`src/rtl/compare_result_monitor_if.sv`:
```
// Flag, strobe and result bundle between the magnitude comparator side and the
// result monitor. The master drives the sampled flags and reads back the filtered relation.
interface compare_result_monitor_if #(
  parameter int unsigned CNT_W = 8
);
  logic             SAMPLE;
  logic             ALTB;
  logic             AEQB;
  logic             AGTB;
  logic             CLR;
  logic             STATE_LT;
  logic             STATE_EQ;
  logic             STATE_GT;
  logic             CHANGE;
  logic [CNT_W-1:0] GT_COUNT;
  logic [CNT_W-1:0] EQ_COUNT;
  logic             ERR;

  modport master (
    output SAMPLE, ALTB, AEQB, AGTB, CLR,
    input  STATE_LT, STATE_EQ, STATE_GT, CHANGE, GT_COUNT, EQ_COUNT, ERR
  );

  modport slave (
    input  SAMPLE, ALTB, AEQB, AGTB, CLR,
    output STATE_LT, STATE_EQ, STATE_GT, CHANGE, GT_COUNT, EQ_COUNT, ERR
  );
endinterface

```
`src/rtl/compare_result_monitor.sv`:
```
// Persistence filter for comparator flags: a relation is accepted after HOLD
// consecutive identical one-hot samples; exposes change pulse, entry counters, sticky error.
module compare_result_monitor #(
  parameter int unsigned HOLD  = 4,
  parameter int unsigned CNT_W = 8
) (
  input  logic                      clk,
  input  logic                      rst_n,
  compare_result_monitor_if.slave   bus
);

  typedef enum logic [1:0] {S_UNKNOWN, S_LT, S_EQ, S_GT} state_t;
  typedef enum logic [1:0] {C_NONE, C_LT, C_EQ, C_GT} cand_t;

  localparam logic [3:0] HOLD_V = 4'(HOLD);

  state_t           state, state_n;
  cand_t            cand, cand_n, code;
  state_t           code_state;
  logic [3:0]       run, run_n;
  logic             change, change_n;
  logic [CNT_W-1:0] gt_cnt, gt_cnt_n, eq_cnt, eq_cnt_n;
  logic             err, err_n;

  always_ff @(posedge clk or negedge rst_n) begin
    if (!rst_n) begin
      state  <= S_UNKNOWN;
      cand   <= C_NONE;
      run    <= '0;
      change <= 1'b0;
      gt_cnt <= '0;
      eq_cnt <= '0;
      err    <= 1'b0;
    end else begin
      state  <= state_n;
      cand   <= cand_n;
      run    <= run_n;
      change <= change_n;
      gt_cnt <= gt_cnt_n;
      eq_cnt <= eq_cnt_n;
      err    <= err_n;
    end
  end

  always_comb begin
    code       = C_NONE;
    code_state = S_UNKNOWN;
    case ({bus.ALTB, bus.AEQB, bus.AGTB})
      3'b100:  begin code = C_LT; code_state = S_LT; end
      3'b010:  begin code = C_EQ; code_state = S_EQ; end
      3'b001:  begin code = C_GT; code_state = S_GT; end
      default: begin code = C_NONE; code_state = S_UNKNOWN; end
    endcase
  end

  always_comb begin
    state_n  = state;
    cand_n   = cand;
    run_n    = run;
    change_n = 1'b0;
    gt_cnt_n = gt_cnt;
    eq_cnt_n = eq_cnt;
    err_n    = err;

    if (bus.SAMPLE) begin
      if (code != C_NONE) begin
        if (code == cand) begin
          run_n = (run >= HOLD_V) ? HOLD_V : run + 4'd1;
        end else begin
          cand_n = code;
          run_n  = 4'd1;
        end
        // Acceptance is judged on the updated run so HOLD=1 accepts on first sample.
        if (run_n == HOLD_V && code_state != state) begin
          state_n  = code_state;
          change_n = 1'b1;
          if (code_state == S_GT && gt_cnt != '1) gt_cnt_n = gt_cnt + 1'b1;
          if (code_state == S_EQ && eq_cnt != '1) eq_cnt_n = eq_cnt + 1'b1;
        end
      end else begin
        err_n  = 1'b1;
        cand_n = C_NONE;
        run_n  = '0;
      end
    end

    if (bus.CLR) begin
      gt_cnt_n = '0;
      eq_cnt_n = '0;
      err_n    = 1'b0;
    end
  end

  assign bus.STATE_LT = (state == S_LT);
  assign bus.STATE_EQ = (state == S_EQ);
  assign bus.STATE_GT = (state == S_GT);
  assign bus.CHANGE   = change;
  assign bus.GT_COUNT = gt_cnt;
  assign bus.EQ_COUNT = eq_cnt;
  assign bus.ERR      = err;

endmodule

```
`src/flat_wrapper.sv`:
```
// flat-port wrapper written by rule: the top's interface ports become plain ports
module compare_result_monitor_flat 
#(
  parameter int unsigned HOLD  = 4,
  parameter int unsigned CNT_W = 8
)
  (clk, rst_n, bus_SAMPLE, bus_ALTB, bus_AEQB, bus_AGTB, bus_CLR, bus_STATE_LT, bus_STATE_EQ, bus_STATE_GT, bus_CHANGE, bus_GT_COUNT, bus_EQ_COUNT, bus_ERR);
  compare_result_monitor_if #(.CNT_W(CNT_W)) bus_i ();
  input  logic clk;
  input  logic rst_n;
  input wire logic [$bits(bus_i.SAMPLE)-1:0] bus_SAMPLE;
  input wire logic [$bits(bus_i.ALTB)-1:0] bus_ALTB;
  input wire logic [$bits(bus_i.AEQB)-1:0] bus_AEQB;
  input wire logic [$bits(bus_i.AGTB)-1:0] bus_AGTB;
  input wire logic [$bits(bus_i.CLR)-1:0] bus_CLR;
  output wire logic [$bits(bus_i.STATE_LT)-1:0] bus_STATE_LT;
  output wire logic [$bits(bus_i.STATE_EQ)-1:0] bus_STATE_EQ;
  output wire logic [$bits(bus_i.STATE_GT)-1:0] bus_STATE_GT;
  output wire logic [$bits(bus_i.CHANGE)-1:0] bus_CHANGE;
  output wire logic [$bits(bus_i.GT_COUNT)-1:0] bus_GT_COUNT;
  output wire logic [$bits(bus_i.EQ_COUNT)-1:0] bus_EQ_COUNT;
  output wire logic [$bits(bus_i.ERR)-1:0] bus_ERR;
  assign bus_i.SAMPLE = bus_SAMPLE;
  assign bus_i.ALTB = bus_ALTB;
  assign bus_i.AEQB = bus_AEQB;
  assign bus_i.AGTB = bus_AGTB;
  assign bus_i.CLR = bus_CLR;
  assign bus_STATE_LT = bus_i.STATE_LT;
  assign bus_STATE_EQ = bus_i.STATE_EQ;
  assign bus_STATE_GT = bus_i.STATE_GT;
  assign bus_CHANGE = bus_i.CHANGE;
  assign bus_GT_COUNT = bus_i.GT_COUNT;
  assign bus_EQ_COUNT = bus_i.EQ_COUNT;
  assign bus_ERR = bus_i.ERR;
  compare_result_monitor #(.HOLD(HOLD), .CNT_W(CNT_W)) u_core (.clk(clk), .rst_n(rst_n), .bus(bus_i));
endmodule
```
`config.mk`:
```
export PLATFORM = sky130hd
export DESIGN_NAME = compare_result_monitor_flat
export DESIGN_NICKNAME = d
export VERILOG_FILES = /design/src/rtl/compare_result_monitor_if.sv /design/src/rtl/compare_result_monitor.sv /design/src/flat_wrapper.sv
export SDC_FILE = /design/constraint.sdc
export NUM_CORES = 1
export LEC_CHECK = 0
export ABC_AREA = 1
export BUFFER_PORTS_ARGS = -buffer_cell sky130_fd_sc_hd__buf_2
export CAP_MARGIN = 5
export CELL_PAD_IN_SITES_DETAIL_PLACEMENT = 1
export CELL_PAD_IN_SITES_GLOBAL_PLACEMENT = 2
export CORE_AREA = 2 2 73 75
export CTS_BUF_LIST = sky130_fd_sc_hd__clkbuf_16
export DETAILED_ROUTE_END_ITERATION = 10
export DIE_AREA = 0 0 75 77
export PLACE_DENSITY = 0.86
export SYNTH_ARGS = -nofsm -noshare
export SYNTH_HDL_FRONTEND = slang
export SYNTH_SLANG_ARGS = --single-unit
```
`constraint.sdc`:
```
create_clock -name clk -period 3.05 [get_ports clk]
set_input_delay 0.7625 -clock clk [delete_from_list [all_inputs] [get_ports clk]]
set_output_delay 0.7625 -clock clk [all_outputs]
set_load 0.005 [all_outputs]
```
==> results.sh, run 1 <==
export IMPL_drc=0
export IMPL_crit_chain="buf_2 > inv_2 > nand3_1 > nand2_2 > nand2_2 > nand2_4 > nand2_1 > nor2_2 > nand3_2 > nand3_1 > nand2_1"
export IMPL_max_cap_viol_count=0
export IMPL_detailedRoute_firstIterationViolations=29
export IMPL_switching_share_pct=25.3
export IMPL_place_congestion=0.788
export IMPL_syn2layout_area_growth_pct=17.6
export IMPL_clk_latency_ns=0.26
export IMPL_finalPower_mw=0.743
export IMPL_internal_power_mw=0.555
export IMPL_clk_network_pwr_share_pct=39.4
export IMPL_synth_async_reset_ratio_pct=100
export IMPL_r2r_worst_path_depth=7
export IMPL_crit_fanout=8
export IMPL_grt_use_total_pct=15.2
export IMPL_syn_area_um2=1630
export IMPL_drive_above_1_share_pct=18.5
export IMPL_grt_antenna_before_repair=0
export IMPL_rsz0062_at_grt="no"
export IMPL_placement_io_buffers=27
export IMPL_endpoint_kind="flop"
export IMPL_clock_tree_root_driver_cell="sky130_fd_sc_hd__clkbuf_16"
export IMPL_post_cts_resized_instances=0
export IMPL_dieWidth_um=75
export IMPL_min_path_cells=2
export IMPL_worst_ep_arrival_time_ns=2.05
export IMPL_initial_core_utilization_pct=32.7
export IMPL_drt_first_pass_iters=3
export IMPL_cts_buffers=3
export IMPL_timing_critical_path_buf_inv=2
export IMPL_detail_route_vias_per_cell=4.75
export IMPL_fin_tns_setup_ns=0
export IMPL_pwr_share_seq_pct=48.3
export IMPL_relSlewSlack_pct=59.7
export IMPL_mappedNetlistNets=225
export IMPL_slew_viol_final=0
export IMPL_floorplan_die_area_um2=5780
export IMPL_diodes=0
export IMPL_final_net_count=254
export IMPL_clock_tree_buffer_depth=2
export IMPL_setup_viol=0
export IMPL_cpPeakStageDelay_ns=0.23
export IMPL_fillerInstances=633
export IMPL_avg_cell_area_syn_um2=7.57
export IMPL_setup_worst_path_class="in -> reg"
export IMPL_path_delay_family="simple AND/OR/NAND/NOR gates"
export IMPL_postCtsSetupRepairBufs=0
export IMPL_synth_seq_cells=26
export IMPL_htree_depth=1
export IMPL_multi_input_comb_area_um2=831
export IMPL_layout_commonest_cell="sky130_fd_sc_hd__nand2_1"
export IMPL_layout_area_seq_um2=651
export IMPL_cts_sinks=26
export IMPL_netlist_instances=215
export IMPL_clk_transition_reported_paths_ns=0.07
export IMPL_status="complete, no violations"
export IMPL_power_spent_charging_and_discharging_nets_mw=0.188
export IMPL_max_freq_mhz=526
export IMPL_drt_total_wl_um=3930
export IMPL_ioPinCount=28
export IMPL_placementRows=26
export IMPL_wire_length_of_the_first_global_routing_pass_um=7030
export IMPL_synth_enable_flop_cells=0
export IMPL_hold_violation_total_from_the_final_report=0
export IMPL_gr_total_overflow=0
export IMPL_yosys_cell_types_count=27
export IMPL_layout_min_cycle_time_ns=1.90
export IMPL_fin_worst_skew_ns=0.00506
export IMPL_layout_cells_most_common_list="sky130_fd_sc_hd__nand2_1, sky130_fd_sc_hd__inv_1, sky130_fd_sc_hd__buf_2, sky130_fd_sc_hd__dfrtp_1, sky130_fd_sc_hd__nand3_1"
export IMPL_core_um2=4980
export IMPL_cellLeakagePower_nw=1.13
export IMPL_path_type_of_the_worst_min_delay_path="reg -> reg"
export IMPL_power_per_cell_area_nw_per_um2=388
export IMPL_synthesis_yosys_warnings=0
export IMPL_setup_worst_path_start_class="primary input"
export IMPL_grt_max_degree=29
export IMPL_synth_sequential_area_ratio_pct=40.0
export IMPL_cts_hold_buffers=0
export IMPL_wl_per_cell_um=12.6
export IMPL_vdd_ir_drop_max_mv=0.188
export IMPL_first_global_vias=1513
export IMPL_tritoncts="built"
export IMPL_drt_antenna_violating_nets=0
export IMPL_finalCoreUtilization_pct=38.5
export IMPL_pwr_share_comb_pct=12.3
export IMPL_synth_flop_cell="sky130_fd_sc_hd__dfrtp_1"
export IMPL_placedCellCount=309
export IMPL_critical_path_required_ns=3.20
export IMPL_vias=1488
export IMPL_final_instance_count_excl_fill=313
export IMPL_worst_path_max_delay_cell="sky130_fd_sc_hd__nand3_2"
export IMPL_path_depth=11
export IMPL_post_dp_hpwl_um=3010
export IMPL_worstMarginPinSlew_ns=0.604
export IMPL_die_height_um=77
export IMPL_post_route_period_util_pct=62.3
-- stage by stage --
stage	area (µm²)	hold WS (ns)	setup slack, ns
global route	1910	0.529	0.952
global placement	1840	0.478	0.875
detailed placement	1840	0.492	0.852
floorplan	1630	0.454	1.23
CTS	1910	0.509	1.13
finish	1910	0.497	1.15
-- cell type report --
type	count	area share [%]
well taps	70	4.58
repair buffers	28	7.45
flip-flops and latches	26	34.0
clock inverters	1	0.196
clock buffers	3	3.92
inverters	33	6.47
multi-input cells	152	43.4
-- cell families (layout without fill, tap and decap cells) --
| group | count (synthesis) | after routing | synth area share, % |
|---|---|---|---|
| AO/OA/AOI/OAI | 11 | 11 | 4.15 |
| AND/OR/NAND/NOR | 128 | 128 | 39.2 |
| buffers and inverters | 37 | 65 | 8.99 |
| flip-flops | 26 | 26 | 40.0 |
| XOR/XNOR | 10 | 10 | 5.38 |
| adder cells (fa/ha/maj) | 3 | 3 | 2.31 |
-- state kept, by name (all words and copies together) (netlist names) --
signal	cells
u_core.bus.CHANGE	1
u_core.run	4
u_core.bus.EQ_COUNT	8
u_core.cand	2
u_core.bus.ERR	1
u_core.bus.GT_COUNT	8
u_core.state	2
-- power groups by stage --
stage	Sequential [mW]	Clock [mW]	Combinational, mW
6_report	0.359	0.292	0.0916
5_1_grt	0.360	0.319	0.104
4_1_cts	0.359	0.308	0.0935
3_5_place_dp	0.365	0	0.0932
3_3_place_gp	0.365	0	0.0914
2_1_floorplan	0.364	0	0.0641
-- worst min-delay path: cells and delay by family (launching register included) --
| kind | cells | cell delay [ns] |
|---|---|---|
| DFF | 1 | 0.34 |
| and+or+nand+nor | 2 | 0.12 |
-- worst paths after layout --
path / startpoint / endpoint / slack, ns
min reg2reg: u_core.bus.ERR$_DFFE_PN0P_ / u_core.bus.ERR$_DFFE_PN0P_ / 0.50
max: bus_AEQB / u_core.bus.EQ_COUNT[4]$_DFFE_PN0P_ / 1.15
min: u_core.bus.ERR$_DFFE_PN0P_ / u_core.bus.ERR$_DFFE_PN0P_ / 0.50
min in group asynchronous: rst_n / u_core.bus.GT_COUNT[1]$_DFFE_PN0P_ / 0.51
max in group asynchronous: rst_n / u_core.bus.EQ_COUNT[6]$_DFFE_PN0P_ / 2.15
max reg2reg: u_core.bus.GT_COUNT[0]$_DFFE_PN0P_ / u_core.bus.GT_COUNT[5]$_DFFE_PN0P_ / 1.24
-- cell usage after synthesis, types with 2 or more instances --
master / count / area share (%)
sky130_fd_sc_hd__nand2_1: 49 / 11
sky130_fd_sc_hd__inv_1: 32 / 7.4
sky130_fd_sc_hd__dfrtp_1: 26 / 40
sky130_fd_sc_hd__nand3_1: 25 / 7.7
sky130_fd_sc_hd__nand4_1: 20 / 7.7
sky130_fd_sc_hd__nor2_1: 18 / 4.2
sky130_fd_sc_hd__xor2_1: 8 / 4.3
sky130_fd_sc_hd__nand2_2: 5 / 1.9
sky130_fd_sc_hd__nor3_1: 4 / 1.2
sky130_fd_sc_hd__o21ai_0: 4 / 1.2
sky130_fd_sc_hd__ha_1: 3 / 2.3
sky130_fd_sc_hd__nand3_2: 3 / 1.8
sky130_fd_sc_hd__buf_1: 2 / 0.46
sky130_fd_sc_hd__o21ai_1: 2 / 0.61
sky130_fd_sc_hd__xnor2_1: 2 / 1.1
-- metal layers --
metal | vias up | wire length, µm | GRT usage (%)
li1 | 763 | - | -
met1 | 707 | 1980 | 22.6
met2 | 16 | 1830 | 23.3
met3 | 2 | 93 | 1.97
met4 | 0 | 19 | 3.21
met5 | - | 0 | 0
Power figures use the tool's default switching activity.
==> run 2, diff against run 1 <==
Settings changed: CORE_AREA 2 2 73 75 to 2 2 80 82, DIE_AREA 0 0 75 77 to 0 0 82 84, PLACE_DENSITY 0.86 to 0.77.
Clock period 3.05 ns to 1.5 ns, I/O delays scaled along.
==> results.sh, run 2 (synthesis gave the netlist of run 1 again) <==
export IMPL_status="finished with violations"
export IMPL_failed_checks="negative setup slack"
export IMPL_grt_max_degree=33
export IMPL_slew_viol_final=0
export IMPL_drt_first_pass_iters=4
export IMPL_wl_per_cell_um=13.3
export IMPL_finalPower_mw=1.58
export IMPL_initial_core_utilization_pct=26.7
export IMPL_clock_tree_root_driver_cell="sky130_fd_sc_hd__clkbuf_16"
export IMPL_detail_route_vias_per_cell=4.67
export IMPL_wire_length_of_the_first_global_routing_pass_um=7690
export IMPL_endpoint="u_core.bus.GT_COUNT[6]$_DFFE_PN0P_"
export IMPL_endpoint_kind="flop"
export IMPL_clk_latency_ns=0.26
export IMPL_placedCellCount=348
export IMPL_die_height_um=84
export IMPL_detailedRoute_firstIterationViolations=38
export IMPL_placement_io_buffers=27
export IMPL_crit_start="u_core.run[1]$_DFFE_PN0P_"
export IMPL_clock_tree_buffer_depth=2
export IMPL_grt_antenna_before_repair=0
export IMPL_drt_total_wl_um=4700
export IMPL_worstMarginPinSlew_ns=0.362
export IMPL_fin_area_um2=2310
export IMPL_layout_commonest_cell="sky130_fd_sc_hd__nand2_1"
export IMPL_vias=1652
export IMPL_finalHoldWorstSlack_ns=0.105
export IMPL_final_critical_path_setup_slack_ns=-0.0338
export IMPL_relSlewSlack_pct=75.7
export IMPL_tritoncts="built"
export IMPL_critical_path_required_ns=1.70
export IMPL_grt_use_total_pct=14.4
export IMPL_gr_total_overflow=0
export IMPL_max_freq_mhz=652
export IMPL_setup_worst_path_class="reg -> reg"
export IMPL_cellLeakagePower_nw=1.32
export IMPL_cts_hold_buffers=0
export IMPL_vdd_ir_drop_max_mv=0.455
export IMPL_layout_min_cycle_time_ns=1.53
export IMPL_rrSetupSlack_ns=-0.03
export IMPL_cts_buffers=3
export IMPL_r2r_end="u_core.bus.GT_COUNT[6]$_DFFE_PN0P_"
export IMPL_path_type_of_the_worst_min_delay_path="in -> async"
export IMPL_r2r_worst_path_depth=9
export IMPL_syn2layout_area_growth_pct=41.7
export IMPL_cts_sinks=26
export IMPL_worstReg2RegStart="u_core.run[1]$_DFFE_PN0P_"
export IMPL_power_per_cell_area_nw_per_um2=686
export IMPL_htree_depth=1
export IMPL_post_route_period_util_pct=102
export IMPL_fin_worst_skew_ns=0.00443
export IMPL_finalCoreUtilization_pct=37.8
export IMPL_rsz0062_at_grt="yes"
export IMPL_dieWidth_um=82
export IMPL_setup_viol=14
export IMPL_diodes=0
export IMPL_first_global_vias=1667
export IMPL_setup_worst_path_start_class="flop"
export IMPL_fillerInstances=783
export IMPL_worst_ep_arrival_time_ns=1.74
export IMPL_post_dp_cell_area_um2=2120
export IMPL_drive_above_1_share_pct=33.2
export IMPL_place_congestion=0.735
export IMPL_max_cap_viol_count=0
export IMPL_layout_cells_most_common_list="sky130_fd_sc_hd__nand2_1, sky130_fd_sc_hd__inv_1, sky130_fd_sc_hd__buf_4, sky130_fd_sc_hd__buf_2, sky130_fd_sc_hd__dfrtp_1"
export IMPL_core_um2=6100
export IMPL_final_instance_count_excl_fill=354
export IMPL_floorplan_die_area_um2=6890
export IMPL_clk_transition_reported_paths_ns=0.07
export IMPL_post_dp_hpwl_um=3480
export IMPL_hold_violation_total_from_the_final_report=0
export IMPL_placementRows=29
export IMPL_crit_fanout=6
export IMPL_final_net_count=288
export IMPL_drc=0
export IMPL_ioPinCount=28
export IMPL_drt_antenna_violating_nets=0
run 2: worst max-delay path: stages, from the launching register on:
cell,delay [ns]
sky130_fd_sc_hd__dfrtp_1,0.38
sky130_fd_sc_hd__ha_1,0.30
sky130_fd_sc_hd__nand2_2,0.08
sky130_fd_sc_hd__o21ai_2,0.06
sky130_fd_sc_hd__inv_1,0.06
sky130_fd_sc_hd__nand2_2,0.08
sky130_fd_sc_hd__nor2_8,0.17
sky130_fd_sc_hd__clkbuf_16,0.17
sky130_fd_sc_hd__nand4_1,0.08
sky130_fd_sc_hd__nand2_1,0.08
run 2: report_power, final:
part | internal, mW | leakage (nW) | switching [mW] | total [mW]
Combinational | 0.0974 | 0.922 | 0.155 | 0.252
Clock | 0.357 | 0.0385 | 0.241 | 0.599
Sequential | 0.718 | 0.359 | 0.0121 | 0.731
run 2: worst min-delay path by stage:
stage	to	slack, ns	cells after the start
2_1_floorplan	u_core.bus.CHANGE$_DFF_PN0_	0.08	0
5_1_grt	u_core.run[2]$_DFFE_PN0P_	0.13	2
3_3_place_gp	u_core.run[2]$_DFFE_PN0P_	0.40	2
6_report	u_core.run[2]$_DFFE_PN0P_	0.10	2
4_1_cts	u_core.run[2]$_DFFE_PN0P_	0.12	2
3_5_place_dp	u_core.run[2]$_DFFE_PN0P_	0.40	2
run 2: per-stage QoR:
stage                     setup TNS (ns)  worst slack [ns]
after global placement             -3.76            -0.201
after global routing               -2.33            -0.146
after CTS                         -0.199           -0.0431
after floorplan                        0            0.0260
final                             -0.278           -0.0338
after detailed placement           -5.22            -0.284
run 2: final cells by class:
class,count,area (µm²),share of cell area (%)
clock buffers,3,75.1,3.26
repair buffers,62,444,19.3
multi-input cells,152,912,39.6
clock inverters,1,3.75,0.163
well taps,77,96.3,4.18
flip-flops and latches,26,651,28.2
inverters,33,124,5.37
run 2: routing by layer:
metal | vias up | track usage [%] | routed length [µm]
met2 | 21 | 24.2 | 2430
li1 | 831 | - | -
met3 | 5 | 1.95 | 119
met5 | - | 0 | 0
met4 | 0 | 5.00 | 78
met1 | 795 | 18.5 | 2070
run 2: repair_timing:
item / 4_1_cts / 5_1_grt
gates cloned: 0 / 1
pin swaps: 5 / 6
endpoints found under the hold margin: 0 / 0
endpoints found under the setup margin: 16 / 20
resized for setup: 11 / 5
setup buffers: 1 / 0
